<file path="config.mk">
export PLATFORM = sky130hd
export DESIGN_NAME = i2c_master_n
export DESIGN_NICKNAME = d
export VERILOG_FILES = /design/src/rtl/i2c_master_n.sv
export SDC_FILE = /design/constraint.sdc
export NUM_CORES = 1
export LEC_CHECK = 0
export CAP_MARGIN = 20
export CORE_MARGIN = 4
export CORE_UTILIZATION = 39
export DETAILED_ROUTE_END_ITERATION = 16
export GPL_TIMING_DRIVEN = 1
export RECOVER_POWER = 25
export SKIP_LAST_GASP = 1
export SLEW_MARGIN = 20
export SYNTH_ARGS = -nofsm -noshare
export SYNTH_HDL_FRONTEND = slang
export SYNTH_SLANG_ARGS = --single-unit
</file>
<file path="constraint.sdc">
create_clock -name clk -period 4.95 [get_ports clk]
set_input_delay 0.99 -clock clk [delete_from_list [all_inputs] [get_ports clk]]
set_output_delay 0.99 -clock clk [all_outputs]
set_load 0.02 [all_outputs]
</file>
<file path="src/rtl/i2c_master_n.sv">
// I2C write-only master: START, address+W, MESSAGE_LENGTH/8 data bytes MSB-first, STOP.
// Each SCL bit cell is four quarters of CLK_DIV clocks; ACK slots abort the frame on NACK.
module i2c_master_n #(
  parameter int MESSAGE_LENGTH = 8,
  parameter int CLK_DIV        = 4
) (
  input  logic                      clk,
  input  logic                      reset,
  input  logic                      start,
  input  logic [6:0]                addr,
  input  logic [MESSAGE_LENGTH-1:0] data,
  input  logic                      sda_in,
  output logic                      sda_oe,
  output logic                      scl,
  output logic                      busy,
  output logic                      done,
  output logic                      nack
);

  localparam int BYTES = MESSAGE_LENGTH / 8;
  localparam int QW    = (CLK_DIV > 1) ? $clog2(CLK_DIV) : 1;

  typedef enum logic [2:0] {
    IDLE, START, ADDR, ADDR_ACK, DATA, DATA_ACK, STOP, DONE
  } state_t;

  state_t                    state;
  logic [QW-1:0]             qcnt;
  logic [1:0]                quarter;
  logic [2:0]                bit_idx;
  logic [3:0]                byte_idx;
  logic [7:0]                asr;
  logic [MESSAGE_LENGTH-1:0] dsr;
  logic                      tick;

  assign tick = (qcnt == QW'(CLK_DIV - 1));

  always_ff @(posedge clk) begin
    if (reset) begin
      state    <= IDLE;
      qcnt     <= '0;
      quarter  <= '0;
      bit_idx  <= '0;
      byte_idx <= '0;
      asr      <= '0;
      dsr      <= '0;
      sda_oe   <= 1'b0;
      scl      <= 1'b1;
      busy     <= 1'b0;
      done     <= 1'b0;
      nack     <= 1'b0;
    end else begin
      done <= 1'b0;
      case (state)
        IDLE: begin
          qcnt    <= '0;
          quarter <= '0;
          if (start) begin
            asr      <= {addr, 1'b0};
            dsr      <= data;
            busy     <= 1'b1;
            nack     <= 1'b0;
            bit_idx  <= '0;
            byte_idx <= '0;
            state    <= START;
          end
        end
        DONE: state <= IDLE;
        default: begin
          if (!tick) begin
            qcnt <= qcnt + 1'b1;
          end else begin
            qcnt    <= '0;
            quarter <= quarter + 2'd1;
            case (state)
              START: begin
                if (quarter == 2'd0) begin
                  sda_oe <= 1'b1;
                end else begin
                  quarter <= '0;
                  scl     <= 1'b0;
                  sda_oe  <= ~asr[7];
                  state   <= ADDR;
                end
              end
              STOP: begin
                case (quarter)
                  2'd0:    scl <= 1'b1;
                  2'd1:    sda_oe <= 1'b0;
                  default: begin
                    quarter <= '0;
                    state   <= DONE;
                    done    <= 1'b1;
                    busy    <= 1'b0;
                  end
                endcase
              end
              default: begin
                // Bit cell: SCL rises after q1, ACK sampled at end of q2, next bit set as SCL falls.
                if (quarter == 2'd1) scl <= 1'b1;
                if (quarter == 2'd2 && (state == ADDR_ACK || state == DATA_ACK) && sda_in)
                  nack <= 1'b1;
                if (quarter == 2'd3) begin
                  scl     <= 1'b0;
                  bit_idx <= bit_idx + 3'd1;
                  case (state)
                    ADDR: begin
                      asr <= {asr[6:0], 1'b0};
                      if (bit_idx == 3'd7) begin
                        sda_oe <= 1'b0;
                        state  <= ADDR_ACK;
                      end else begin
                        sda_oe <= ~asr[6];
                      end
                    end
                    DATA: begin
                      dsr <= {dsr[MESSAGE_LENGTH-2:0], 1'b0};
                      if (bit_idx == 3'd7) begin
                        sda_oe <= 1'b0;
                        state  <= DATA_ACK;
                      end else begin
                        sda_oe <= ~dsr[MESSAGE_LENGTH-2];
                      end
                    end
                    ADDR_ACK: begin
                      bit_idx <= '0;
                      if (nack) begin
                        sda_oe <= 1'b1;
                        state  <= STOP;
                      end else begin
                        sda_oe <= ~dsr[MESSAGE_LENGTH-1];
                        state  <= DATA;
                      end
                    end
                    DATA_ACK: begin
                      bit_idx <= '0;
                      if (nack || byte_idx == 4'(BYTES - 1)) begin
                        sda_oe <= 1'b1;
                        state  <= STOP;
                      end else begin
                        byte_idx <= byte_idx + 4'd1;
                        sda_oe   <= ~dsr[MESSAGE_LENGTH-1];
                        state    <= DATA;
                      end
                    end
                    default: ;
                  endcase
                end
              end
            endcase
          end
        end
      endcase
    end
  end

endmodule

</file>
==> results.json <==
{
  "status": "complete, no violations",
  "cts_tree": "yes",
  "fin_cells": 335,
  "drc": 0,
  "dieArea_sq_mm": 0.00658,
  "synthesis.instances": 251,
  "r2r-start": "qcnt[0]",
  "syn_area_per_cell_sq_um": 8.30,
  "critPathLaunchType": "primary input",
  "final-max-slew-violation-count": 0,
  "overflow": 0,
  "tns_ns": 0,
  "ctsResizeCount": 0,
  "antenna_found_initial": 0,
  "syn-cell-area_sq_mm": 0.00208,
  "synth_edf_count": 0,
  "final_cell_mix": "dfxtp_1, a21oi_1, nor2_1",
  "cts.path.max_buffers": 2,
  "dp.cells": 327,
  "synth_ff_type": "dfxtp_1",
  "dr_wl_met2_um": 2200,
  "ios": 24,
  "cp.arrival_ns": 2.75,
  "path_max_fanout": 15,
  "num_vias": 1875,
  "fin_crit_sh": 0.525,
  "reg2reg_to": "dsr[0]",
  "fillers": 549,
  "core-area_sq_mm": 0.00514,
  "ant_nets": 0,
  "dr.pass1.iters": 4,
  "async_flop_share": 0,
  "slowest_delay_ns": 0.81,
  "rrSetupSlack_ns": 2.71,
  "wl_met3_um": 220,
  "drive_gt1_frac": 0.0792,
  "multiInputGateArea_sq_mm": 0.00127,
  "finalHoldViolCount": 0,
  "row_count": 26,
  "mostFrequentLayoutCell": "dfxtp_1",
  "period_needed_ns": 2.60,
  "ir_drop_uv": 217,
  "wl_per_cell_um": 14.5,
  "vias_per_cell": 5.60,
  "cpMostUsedCell": "nand2b_1",
  "seq_area_frac_synth": 0.327,
  "relSlewSlack": 0.321,
  "h-tree-depth": 2,
  "finalSetupViolations": 0,
  "maxUsedRoutingLayer": "met4",
  "p_per_area_mw_per_mm2": 437,
  "clock.fmax_mhz": 385,
  "clkLatencyLatePin_ns": 0.29,
  "hold_ws_ns": 0.464,
  "crit_type": "primary input to register",
  "met1_length_um": 2400,
  "grt_max_degree": 37,
  "yosys_warnings": 0,
  "path_cells": "clkdlybuf4s50_1 -> nand2b_1 -> a21boi_1 -> nand2b_1 -> a21oi_1",
  "track_usage": 0.157,
  "die_h_um": 81.1,
  "grt_pass1_vias": 1722,
  "numCtsBuffers": 5,
  "cts_num_sinks": 34,
  "grt_pass1_wl_um": 8200,
  "cp-end-kind": "register",
  "whs_path_depth": 2,
  "p_leak_nw": 0.903,
  "fp.dieW_um": 81.1,
  "place.gp.congestion": 0.790,
  "ys_ff_latch": 34,
  "fin_skew_ns": 0.00467,
  "port_buffers": 23,
  "start_util": 0.406,
  "postCtsHoldBufs": 0,
  "drv_cap": 0,
  "synthesis.nets": 281,
  "worst_path_max_delay_cell": "a21boi_1",
  "hold_end": "scl",
  "min_from": "scl",
  "tightest_slew_ns": 1.02,
  "min_path_type": "register to register",
  "num_antenna_cells": 0,
  "ys_types": 52,
  "clkSlewWorstSetupHoldPaths_ns": 0.08,
  "area_growth_pct": 16.3,
  "routed_wl_um": 4870,
  "post-dp-hpwl_um": 3320,
  "cts_root_buffer": "clkbuf_8",
  "rsz0062_at_grt": "false",
  "reg2regPathDepth": 5,
  "drtIter0Drc": 142,
  "fin_nets": 294,
  "cts_setup_buffers": 0,
  "cp_data_required_time_ns": 5.10,
  "regArea_sq_um": 681
}
[per-layer routing]
metal  global-route usage  up-vias
met1                0.209      871
met3               0.0366        5
li1                     -      954
met4               0.0422        0
met2                0.255       45
met5                    0        -
[registers in the layout (all words and copies together), names as in the netlist]
name	flops
nack	1
asr	7
scl	1
byte_idx	4
busy	1
qcnt	2
state	3
sda_oe	1
dsr	8
done	1
bit_idx	3
quarter	2
[logic make-up after synthesis]
logic type                 synth area share
adders and majority gates            0.0660
xor gates and xnor gates            0.00420
AOI/OAI and AO/OA                     0.262
buffers and inverters                0.0648
muxes                                0.0624
and+or+nand+nor                       0.214
DFF                                   0.327
[stage by stage]
step                area (sq um)  power [mW]  worst slack (ns)  utilization
global route                2420        1.14              2.09        0.472
CTS                         2420        1.07              2.32        0.472
global placement            2330       0.840              2.03        0.453
finish                      2420        1.06              2.35        0.472
floorplan                   2080       0.761              2.81            -
detailed placement          2330       0.843              1.99        0.453
[cell usage after synthesis, types with 2 or more instances]
master	n	area, sq um
dfxtp_1	34	681
a21oi_1	25	125
nor2_1	21	78.8
a211oi_1	14	105
mux2i_1	13	130
nand3_1	12	60.1
ha_1	11	138
nand2_1	11	41.3
inv_1	9	33.8
nand2b_1	9	56.3
clkbuf_1	8	30.0
o21ai_0	8	40.0
buf_2	6	30.0
nor3_1	6	30.0
o211ai_1	5	37.5
nor2b_1	4	25.0
buf_4	3	22.5
or3_1	3	18.8
or4_1	3	22.5
a21boi_1	2	15.0
a21o_1	2	15.0
a31o_2	2	17.5
and3_1	2	12.5
buf_1	2	7.51
nand3b_1	2	15.0
nor3b_1	2	15.0
nor4_1	2	12.5
o2111ai_1	2	17.5
o21a_1	2	15.0
o221ai_1	2	17.5
o31ai_1	2	15.0
or2_2	2	12.5
[worst max-delay path, delay by kind of cell]
| family | cells | cell delay [ns] |
|---|---|---|
| AND/OR/NAND/NOR | 2 | 0.30 |
| AO/OA/AOI/OAI | 2 | 0.87 |
| buffers and inverters | 1 | 0.58 |
[final cells by class]
class,count,area share
Inverter,9,0.0139
Sequential cell,34,0.281
Multi-Input combinational cell,188,0.526
Clock inverter,2,0.00516
Tap cell,70,0.0361
Clock buffer,6,0.0341
Timing Repair Buffer,26,0.104
[worst max-delay path by stage]
stage                     cells after the start  slack, ns  startpoint           to
after detailed placement                      5       1.99       start       dsr[2]
after CTS                                     5       2.32       start       dsr[2]
final                                         5       2.35       start       dsr[0]
after global placement                        5       2.03       reset     state[0]
after floorplan                               4       2.81       start  byte_idx[3]
after global routing                          5       2.09       start       dsr[1]
[power breakdown]
group	total (mW)	switching, mW	internal (mW)	leakage [nW]
clock network	0.221	0.109	0.112	0.0472
registers	0.414	0.0815	0.332	0.278
logic	0.425	0.229	0.196	0.578
total	1.06	0.420	0.640	0.903
(Power assumes the default switching activity.)
